[src/rtl/regbank_wb_arbiter.sv]
// Round-robin share of the regbank write port between ALU and load writeback, plus r1..r31 clear sweep.
// Latency 1 (registered we3/a3/wd3); readys are combinational and held low during a clear or reset.
module regbank_wb_arbiter (
    input  logic        clk,
    input  logic        rst,
    input  logic        alu_valid,
    input  logic [4:0]  alu_addr,
    input  logic [31:0] alu_data,
    output logic        alu_ready,
    input  logic        mem_valid,
    input  logic [4:0]  mem_addr,
    input  logic [31:0] mem_data,
    output logic        mem_ready,
    input  logic        clr_req,
    output logic        clr_busy,
    output logic        we3,
    output logic [4:0]  a3,
    output logic [31:0] wd3
);

    typedef enum logic {IDLE, CLEAR} state_t;

    state_t      state, state_nxt;
    logic [4:0]  ptr, ptr_nxt;
    logic        last_grant, last_grant_nxt;
    logic        we3_nxt, clr_busy_nxt;
    logic [4:0]  a3_nxt;
    logic [31:0] wd3_nxt;
    logic        grant_alu, grant_mem;

    // On a tie the requester that did not win last time is served.
    always_comb begin
        grant_alu = 1'b0;
        grant_mem = 1'b0;
        if (!rst && state == IDLE && !clr_req) begin
            if (alu_valid && (!mem_valid || last_grant))
                grant_alu = 1'b1;
            else if (mem_valid)
                grant_mem = 1'b1;
        end
    end

    assign alu_ready = grant_alu;
    assign mem_ready = grant_mem;

    always_comb begin
        state_nxt      = state;
        ptr_nxt        = ptr;
        last_grant_nxt = last_grant;
        we3_nxt        = 1'b0;
        a3_nxt         = a3;
        wd3_nxt        = wd3;
        clr_busy_nxt   = 1'b0;
        case (state)
            IDLE: begin
                if (clr_req) begin
                    state_nxt    = CLEAR;
                    ptr_nxt      = 5'd1;
                    we3_nxt      = 1'b1;
                    a3_nxt       = 5'd1;
                    wd3_nxt      = '0;
                    clr_busy_nxt = 1'b1;
                end else if (grant_alu) begin
                    last_grant_nxt = 1'b0;
                    we3_nxt        = |alu_addr;
                    a3_nxt         = alu_addr;
                    wd3_nxt        = alu_data;
                end else if (grant_mem) begin
                    last_grant_nxt = 1'b1;
                    we3_nxt        = |mem_addr;
                    a3_nxt         = mem_addr;
                    wd3_nxt        = mem_data;
                end
            end
            CLEAR: begin
                // ptr holds the address currently on a3; r31 is the last one.
                if (ptr == 5'd31) begin
                    state_nxt = IDLE;
                    ptr_nxt   = '0;
                end else begin
                    ptr_nxt      = ptr + 5'd1;
                    we3_nxt      = 1'b1;
                    a3_nxt       = ptr + 5'd1;
                    wd3_nxt      = '0;
                    clr_busy_nxt = 1'b1;
                end
            end
            default: state_nxt = IDLE;
        endcase
    end

    always_ff @(posedge clk or posedge rst) begin
        if (rst) begin
            state      <= IDLE;
            ptr        <= '0;
            last_grant <= 1'b1;
            we3        <= 1'b0;
            a3         <= '0;
            wd3        <= '0;
            clr_busy   <= 1'b0;
        end else begin
            state      <= state_nxt;
            ptr        <= ptr_nxt;
            last_grant <= last_grant_nxt;
            we3        <= we3_nxt;
            a3         <= a3_nxt;
            wd3        <= wd3_nxt;
            clr_busy   <= clr_busy_nxt;
        end
    end

endmodule
[config.mk]
export PLATFORM = sky130hd
export DESIGN_NAME = regbank_wb_arbiter
export DESIGN_NICKNAME = d
export VERILOG_FILES = /design/src/rtl/regbank_wb_arbiter.sv
export SDC_FILE = /design/constraint.sdc
export NUM_CORES = 1
export LEC_CHECK = 0
export CAP_MARGIN = 20
export CORE_MARGIN = 2
export CORE_UTILIZATION = 40
export CTS_CLUSTER_DIAMETER = 200
export DETAILED_ROUTE_END_ITERATION = 12
export PLACE_DENSITY = 0.8
export SKIP_LAST_GASP = 1
export SLEW_MARGIN = 5
export SYNTH_ARGS = -nofsm -noshare
export SYNTH_HDL_FRONTEND = slang
export SYNTH_SLANG_ARGS = --single-unit
export TNS_END_PERCENT = 50
[constraint.sdc]
create_clock -name clk -period 3.4 [get_ports clk]
set_input_delay 0.85 -clock clk [delete_from_list [all_inputs] [get_ports clk]]
set_output_delay 0.85 -clock clk [all_outputs]
set_load 0.05 [all_outputs]
==> results <==
-- report_power, final --
part | total [W] | switching (W) | internal (W)
combinational | 0.00108 | 0.000652 | 0.000425
sequential | 0.000773 | 0.0000940 | 0.000679
clock | 0.000336 | 0.000175 | 0.000161
total | 0.00219 | 0.000921 | 0.00127
-- cells in the final DEF, fill, tap and decap left out, types with 10 or more instances in the layout --
cell,netlist,routed
nor2_1,35,35
nand2_1,11,11
dfrtp_1,44,44
a22oi_2,20,20
a22oi_1,13,13
clkdlybuf4s50_1,0,117
o21ai_0,10,10
a21oi_2,30,29
-- worst max path at each step --
stage	startpoint	to	slack (ns)	depth (start not counted)
detailed placement	clr_req	wd3[14]	0.26	5
global route	clr_req	alu_ready	0.29	4
floorplan	rst	mem_ready	0.06	2
CTS	clr_req	alu_ready	0.35	4
finish	clr_req	alu_ready	0.35	4
global placement	clr_req	wd3[16]	0.32	5
-- stage by stage --
step | hold slack, ns | instances
after floorplan | 0.452 | 226
after CTS | 0.499 | 416
after global routing | 0.529 | 416
after detailed placement | 0.480 | 409
after global placement | 0.469 | 409
final | 0.494 | 416
-- cell families after synthesis --
group	after synthesis	share of synthesized area, %
compound gates	92	33.1
xor+xnor	2	0.735
fa+ha+maj	2	1.05
buf+inv	19	4.88
flops	45	47.3
mux	1	0.472
simple gates	65	12.5
-- worst max-delay path: cells and delay by family --
| family | cells | cell delay [ns] |
|---|---|---|
| and+or+nand+nor | 2 | 0.70 |
| buffers and inverters | 2 | 0.65 |
-- sequential cells by signal, indices dropped and copies added, names as in the netlist --
name / flops
state: 1
ptr: 5
last_grant: 1
we3: 1
wd3: 32
a3: 5
-- metal layers --
| layer | global-route usage, % | vias up | share of wire (%) |
|---|---|---|---|
| li1 | - | 1053 | - |
| met1 | 24.0 | 941 | 42 |
| met2 | 28.9 | 91 | 47 |
| met3 | 7.44 | 2 | 11 |
| met4 | 5.59 | 0 | 0.69 |
| met5 | 0 | - | 0 |
-- final cells by class --
type	instances	area [um^2]	area share [%]
clock inverter	1	7.51	0.200
sequential	45	1130	30.1
timing repair buffer	124	1270	34.0
clock buffer	6	82.6	2.21
inverter	3	11.3	0.301
tap	75	93.8	2.51
multi-input combinational	162	1150	30.7
==> results.yml <==
run_status:
  status: "completed"
clock_network:
  cts.clk_slew.worst_paths_ns: 0.08
  ctsHoldBuffers: 0
  ctsRootBufferMaster: "clkbuf_8"
  clkLatencyLatePin_ns: 0.29
  cts_buffer_depth: 2
  clock-sinks: 45
  h-tree-depth: 2
  cts-buffers-inserted: 5
  post_cts_buffers: 0
  cts_tree: "built"
  ctsResizeCount: 0
worst_setup_path:
  required_ns: 2.55
  slowest_delay_ns: 0.47
  critPathCaptureType: "output pin"
  worst_setup_path_start_kind: "input port"
  path_cells: "clkdlybuf4s50_1 -> or2_1 -> nor3_4 -> buf_12"
  path_class: "input port to output pin"
  arrival_ns: 2.20
  r2r_end: "a3[1]"
  regToRegStartpoint: "ptr[0]"
  ff2ff_setup_slack_ns: 1.05
  cpMaxStageDelayCell: "clkdlybuf4s50_1"
  crit_fanout: 7
  reg2reg_depth: 7
timing:
  maxSlewHeadroom_pct: 28.0
  skew_ns: 0.00288
  hold_viol: 0
  tightest_slew_ns: 1.08
  min_period_ns: 3.05
  worst_slack_ns: 0.352
  post-route-period-util_pct: 89.7
  finalSetupTns_ns: 0
  rsz0062_at_grt: "no"
  slew_violations: 0
  fmax_ghz: 0.328
  setup_viol: 0
floorplan:
  die_h_um: 81.2
  start_util_pct: 40.8
  core-area_um2: 5850
  fp-row-count: 28
  io_pins: 120
  die_w_um: 81.2
  die_area_um2: 6600
final_layout:
  final_layout_size_suffix_gt1_share_pct: 20.2
  postLayoutCoreUtil_pct: 64.0
  n_antenna_cell: 0
  synthToLayoutAreaGrowth_pct: 57.0
  final_area_um2: 3740
  nFillCells: 510
  num-nets-final: 422
synthesis:
  netlist_instances: 226
  synth.avg_cell_area_um2: 10.6
  syn-num-nets: 307
  synth-seq-area-share_pct: 47.3
  synth_top_area_cell: "dfrtp_1"
  synthArstFlopShare_pct: 100
  yosysMostFrequentCell: "dfrtp_1"
  ys_ff_latch: 45
  synthTopCellsByCount: "44 x dfrtp_1, 35 x nor2_1, 30 x a21oi_2, 20 x a22oi_2, 13 x a22oi_1"
  synth_edf_count: 0
  ys.flop_type: "dfrtp_1"
  synthTopCellsByArea: "dfrtp_1 46%, a21oi_2 11%, a22oi_2 10%"
  syn_area_um2: 2380
  ys_warn_count: 0
  ys_types: 34
  yosys.area.top_type_share_pct: 46.2
min_path:
  min_path_cells: 2
  hold_start: "ptr[4]"
  hold_end: "ptr[4]"
  hold_path.class: "flop to flop"
detailed_routing:
  drt-total-wl_mm: 5.82
  ant_nets: 0
  viasPerCell: 5.02
  routedWlPerCell_um: 14.0
  drtPass1Iterations: 4
  vias: 2087
  drc: 0
  drt_first_iter_violations: 107
global_route:
  gr-total-overflow: 0
  gr-usage-all-layers_pct: 18.7
  grt_start_max_net_pins: 47
  grt_pass1_vias: 1987
  grt_pass1_wl_mm: 9.38
  antenna_found_initial: 0
flow_run:
  drv_cap: 0
placement:
  pre_cts_slack_ns: 0.260
  port_buffers: 119
  gp_congestion: 0.931
  postPlaceCellArea_um2: 3650
  post-dp-hpwl_mm: 4.40
pwr:
  finalPower_w: 0.00219
  p_leak_nw: 1.53
  powerDensity_nw_per_um2: 584
  ir_drop_mv: 0.332
Power figures use the tool's default switching activity.
